File: config.mk
export PLATFORM = sky130hd
export DESIGN_NAME = pio_seg7_scan
export DESIGN_NICKNAME = d
export VERILOG_FILES = /design/src/rtl/pio_seg7_scan.sv
export SDC_FILE = /design/constraint.sdc
export NUM_CORES = 1
export LEC_CHECK = 0
export BUFFER_PORTS_ARGS = -buffer_cell sky130_fd_sc_hd__buf_2
export CAP_MARGIN = 5
export CORE_MARGIN = 3
export CORE_UTILIZATION = 30
export CTS_CLUSTER_DIAMETER = 50
export DETAILED_ROUTE_END_ITERATION = 10
export PLACE_DENSITY = 0.57
export SLEW_MARGIN = 10
export SYNTH_ARGS = -nofsm -noshare
export SYNTH_HDL_FRONTEND = slang
export SYNTH_SLANG_ARGS = --single-unit
File: constraint.sdc
create_clock -name clk_clk -period 4.21 [get_ports clk_clk]
set_clock_uncertainty 0.1 [all_clocks]
set_input_delay 0.6315 -clock clk_clk [delete_from_list [all_inputs] [get_ports clk_clk]]
set_output_delay 0.6315 -clock clk_clk [all_outputs]
set_load 0.02 [all_outputs]
File: src/rtl/pio_seg7_scan.sv
// rtl/pio_seg7_scan.sv - 4-digit multiplexed seven-segment scanner fed by an 8-bit PIO
// Define SEG7_CHG_CNT_EN to enable the PIO change counter shown on digits 3:2.
module pio_seg7_scan #(
    parameter int SCAN_DIV  = 50000,
    parameter int BLANK_CYC = 500
) (
    input  logic       clk_clk,
    input  logic       reset_reset,
    input  logic [7:0] pio_in,
    output logic [6:0] seg_n,
    output logic [3:0] dig_n,
    output logic [7:0] chg_cnt
);
    localparam int DIV_W = (SCAN_DIV > 1) ? $clog2(SCAN_DIV) : 1;
    localparam logic [DIV_W-1:0] BLANK_LAST = DIV_W'(BLANK_CYC - 1);
    localparam logic [DIV_W-1:0] SLOT_LAST  = DIV_W'(SCAN_DIV - 1);
`ifdef SEG7_CHG_CNT_EN
    localparam bit CNT_EN = 1'b1;
`else
    localparam bit CNT_EN = 1'b0;
`endif

    typedef enum logic {ST_BLANK, ST_ON} state_t;

    state_t           r_state, w_state_nxt;
    logic [DIV_W-1:0] r_div, w_div_nxt;
    logic [1:0]       r_idx, w_idx_nxt;
    logic [7:0]       r_pio_q;
    logic [6:0]       r_seg;
    logic [7:0]       w_cnt;
    logic [3:0]       w_nib;
    logic [6:0]       w_seg;
    logic [3:0]       w_dig_n;
    logic             w_chg;

    assign w_chg = (pio_in != r_pio_q);

    always_ff @(posedge clk_clk or posedge reset_reset) begin
        if (reset_reset) begin
            r_pio_q <= 8'h00;
        end else if (w_chg) begin
            r_pio_q <= pio_in;
        end
    end

`ifdef SEG7_CHG_CNT_EN
    logic [7:0] r_chg_cnt;
    always_ff @(posedge clk_clk or posedge reset_reset) begin
        if (reset_reset) begin
            r_chg_cnt <= 8'h00;
        end else if (w_chg) begin
            r_chg_cnt <= r_chg_cnt + 8'd1;
        end
    end
    assign w_cnt = r_chg_cnt;
`else
    assign w_cnt = 8'h00;
`endif

    always_ff @(posedge clk_clk or posedge reset_reset) begin
        if (reset_reset) begin
            r_state <= ST_BLANK;
            r_div   <= '0;
            r_idx   <= 2'd0;
            r_seg   <= 7'h7F;
        end else begin
            r_state <= w_state_nxt;
            r_div   <= w_div_nxt;
            r_idx   <= w_idx_nxt;
            r_seg   <= w_seg;
        end
    end

    // div runs freely through the slot; only the ON state ends a slot
    always_comb begin
        w_state_nxt = r_state;
        w_div_nxt   = r_div + 1'b1;
        w_idx_nxt   = r_idx;
        w_dig_n     = 4'hF;
        case (r_state)
            ST_BLANK: begin
                if (r_div == BLANK_LAST) begin
                    w_state_nxt = ST_ON;
                end
            end
            ST_ON: begin
                if (CNT_EN || !r_idx[1]) begin
                    w_dig_n = ~(4'b0001 << r_idx);
                end
                if (r_div == SLOT_LAST) begin
                    w_div_nxt   = '0;
                    w_idx_nxt   = r_idx + 2'd1;
                    w_state_nxt = ST_BLANK;
                end
            end
            default: w_state_nxt = ST_BLANK;
        endcase
    end

    always_comb begin
        w_nib = 4'h0;
        case (r_idx)
            2'd0: w_nib = r_pio_q[3:0];
            2'd1: w_nib = r_pio_q[7:4];
            2'd2: w_nib = w_cnt[3:0];
            2'd3: w_nib = w_cnt[7:4];
            default: w_nib = 4'h0;
        endcase
    end

    always_comb begin
        w_seg = 7'h7F;
        case (w_nib)
            4'h0: w_seg = 7'h40;
            4'h1: w_seg = 7'h79;
            4'h2: w_seg = 7'h24;
            4'h3: w_seg = 7'h30;
            4'h4: w_seg = 7'h19;
            4'h5: w_seg = 7'h12;
            4'h6: w_seg = 7'h02;
            4'h7: w_seg = 7'h78;
            4'h8: w_seg = 7'h00;
            4'h9: w_seg = 7'h10;
            4'hA: w_seg = 7'h08;
            4'hB: w_seg = 7'h03;
            4'hC: w_seg = 7'h46;
            4'hD: w_seg = 7'h21;
            4'hE: w_seg = 7'h06;
            4'hF: w_seg = 7'h0E;
            default: w_seg = 7'h7F;
        endcase
    end

    assign seg_n   = r_seg;
    assign dig_n   = w_dig_n;
    assign chg_cnt = w_cnt;
endmodule

==> flow_metrics.py <==
metrics = {
    "yosys": {
        "synth_area_sq_um": 1780,
        "yosysWarnings": 0,
        "netlist-cell-type-count": 40,
        "synthSimpleGateAreaFrac_pct": 18.0,
        "synth-main-ff-cell": "dfrtp_1",
        "synth_cells": 167,
        "synth_edf_count": 0,
        "avgSynthCellArea_sq_um": 10.6,
        "synthAdderAreaFrac_pct": 8.45,
        "muxShareOfSynthArea_pct": 4.44,
        "yosysSeqAreaShare_pct": 48.4,
        "ys_async_sr_fraction_pct": 100,
        "synth-compound-area-share_pct": 5.56,
        "synth-xor-area-share_pct": 6.90,
        "synth_top_family_by_area": "simple AND/OR/NAND/NOR gates",
        "ys_ff_latch": 34,
    },
    "setup_path": {
        "critPathBufInv": 1,
        "crit_path_end_kind": "register",
        "cp.arrival_ns": 2.64,
        "critPathRequiredTime_ns": 4.33,
        "cp_slowest_cell": "a21oi_1",
        "start_kind": "register",
        "slowest_delay_ns": 0.72,
        "path_class": "reg2reg",
        "crit_path_cell_trace": "inv_1 > ha_1 > and3b_1 > a21oi_1 > mux2_2 > a22o_1",
        "path_max_fanout": 12,
        "rr_startpoint": "r_idx[0]",
        "setup.worst_path.start": "r_idx[0]",
        "critPathTopFamily": "compound AO/OA/AOI/OAI gates",
    },
    "power": {
        "p_leak_nw": 0.915,
        "peakVddDrop_mv": 0.0835,
        "power_density_nw_per_um2": 346,
    },
    "placement": {
        "dp.cells": 248,
        "place_hpwl_mm": 2.24,
        "portBuffers": 20,
        "gp_congestion": 0.751,
    },
    "finish": {
        "instances_no_fill": 256,
        "area_delta_synth_final_pct": 13.3,
        "finalNetCount": 205,
        "utilization_pct": 35.9,
        "final_layout_size_suffix_gt1_share_pct": 23.9,
        "antenna_cells": 0,
    },
    "sta": {
        "maxSlewHeadroom_pct": 37.4,
        "fmax_mhz": 397,
        "fin_crit_ns": 2.52,
        "finalSetupTns_ns": 0,
        "slew_violations": 0,
        "hold_viol": 0,
        "setup_viol_count_final": 0,
        "tightest_slew_ns": 0.939,
        "timing.final.crit_share_pct": 59.9,
        "rsz0062_at_grt": "false",
    },
    "detailed_routing": {
        "drt-wirelength-per-cell_microns": 11.8,
        "drc": 0,
        "antenna_left": 0,
        "firstDrtPassIters": 4,
        "wirelength_mm": 3.01,
        "num_vias": 1133,
        "via_per_inst": 4.43,
        "drt_iter0_markers": 48,
    },
    "grt": {
        "grt_usage_pct": 9.31,
        "grt-ovfl-total": 0,
        "grt_pass1_vias": 1113,
        "grt_antenna_before_repair": 0,
        "grt_pass1_wl_mm": 5.24,
        "grt_max_degree": 35,
    },
    "floorplanning": {
        "initial_core_util_pct": 31.7,
        "core_area_sq_um": 5610,
        "die-area_sq_um": 6880,
        "die_y_microns": 83.0,
        "row_count": 27,
        "die_w_microns": 83.0,
        "io_pins": 29,
    },
    "clock_network": {
        "cts_setup_buffers": 0,
        "cts_resized": 0,
        "cts.sinks": 34,
        "cts_htree_levels": 2,
        "numCtsBuffers": 5,
        "cts_tree": "built",
        "cts_root_buf": "clkbuf_8",
        "clock_latency_ns": 0.29,
        "holdBufCountCts": 0,
        "cts.clk_slew.worst_paths_ns": 0.07,
        "cts_buffer_depth": 2,
    },
    "outcome": {
        "outcome": "finished clean",
    },
    "hold_path": {
        "min_path_type": "in2async",
    },
    "run": {
        "cap_violations": 0,
    },
}
## path summary, 6_finish.rpt
check / depth (start not counted) / slack, ns / end
max in group asynchronous: 3 / 3.35 / seg_n[1]
hold / removal: 3 / 0.33 / r_div[3]
setup reg to reg: 6 / 1.69 / seg_n[4]
setup / recovery: 6 / 1.69 / seg_n[4]
min in group clk_clk: 1 / 0.35 / r_pio_q[5]
hold reg to reg: 1 / 0.38 / r_div[0]
## per-stage QoR
step,instance area [sq um],power (mW),worst slack (ns),hold slack (ns)
after CTS,2010,0.708,1.67,0.335
after global placement,1900,0.404,1.70,0.376
after detailed placement,1900,0.404,1.67,0.376
after global routing,2010,0.726,1.50,0.339
after floorplan,1800,0.396,2.08,0.355
final,2010,0.697,1.69,0.327
## routing by layer
metal / share of wire, % / routed length, microns / global-route usage, %
met5: 0 / 0 / 0
met4: 2.5 / 74 / 4.90
met3: 3.3 / 98 / 2.18
met2: 43 / 1310 / 13.2
met1: 51 / 1530 / 13.1
## power breakdown
part	total (mW)	internal, mW	switching [mW]
Clock	0.300	0.176	0.124
Sequential	0.343	0.340	0.00229
Combinational	0.0541	0.0184	0.0357
## layout by cell type (no fill, tap or decap), drive strengths merged, types with 2 or more instances in the layout
cell	instances
dfrtp	27
buf	21
ha	12
inv	11
nand2	11
nor2	11
xnor2	9
conb	8
dfstp	7
nand3	7
nor3	7
nor4	5
xor2	5
clkbuf	5
nand4	4
and3b	3
a21oi	3
mux2i	3
o21a	2
o22ai	2
nor2b	2
clkinvlp	2
mux2	2
## logic make-up (layout without fill, tap and decap cells)
kind of cell               Yosys count  count (layout)
adders and majority gates           12              12
xor gates and xnor gates            14              14
and+or+nand+nor                     56              56
other                                1               8
buffers and inverters               30              40
DFF                                 34              34
AOI/OAI and AO/OA                   14              14
muxes                                6               6
## Yosys cell counts, drive strengths merged, types with 2 or more instances
cell,instances,area [sq um]
xnor2,9,78.8
xor2,5,43.8
ha,12,150
and3b,3,26.3
nor2b,2,12.5
nor4,5,31.3
o22ai,2,12.5
nor2,11,41.3
mux2i,3,30.0
nand3,7,40.0
o21a,2,15.0
inv,11,41.3
dfrtp,27,676
clkbuf,10,37.5
mux2,2,26.3
nand4,4,25.0
nand2,11,41.3
dfstp,7,184
a21oi,3,15.0
nor3,7,46.3
buf,9,63.8
## flip-flops by register name (all words and copies together), names as in the netlist
signal	flops
r_pio_q	8
r_state	1
seg_n	7
r_div	16
r_idx	2
## worst min-delay path, stage by stage
cell and delay (ns):
buf_2 0.09, inv_1 0.04, buf_4 0.38
## layout make-up
cell class	instances	area, sq um
clock buffer	5	68.8
clock inverter	3	45.0
fill	578	3590
inverter	11	41.3
multi-input combinational	110	801
sequential	34	860
tap	72	90.1
timing repair buffer	21	108
(Power assumes the default switching activity.)
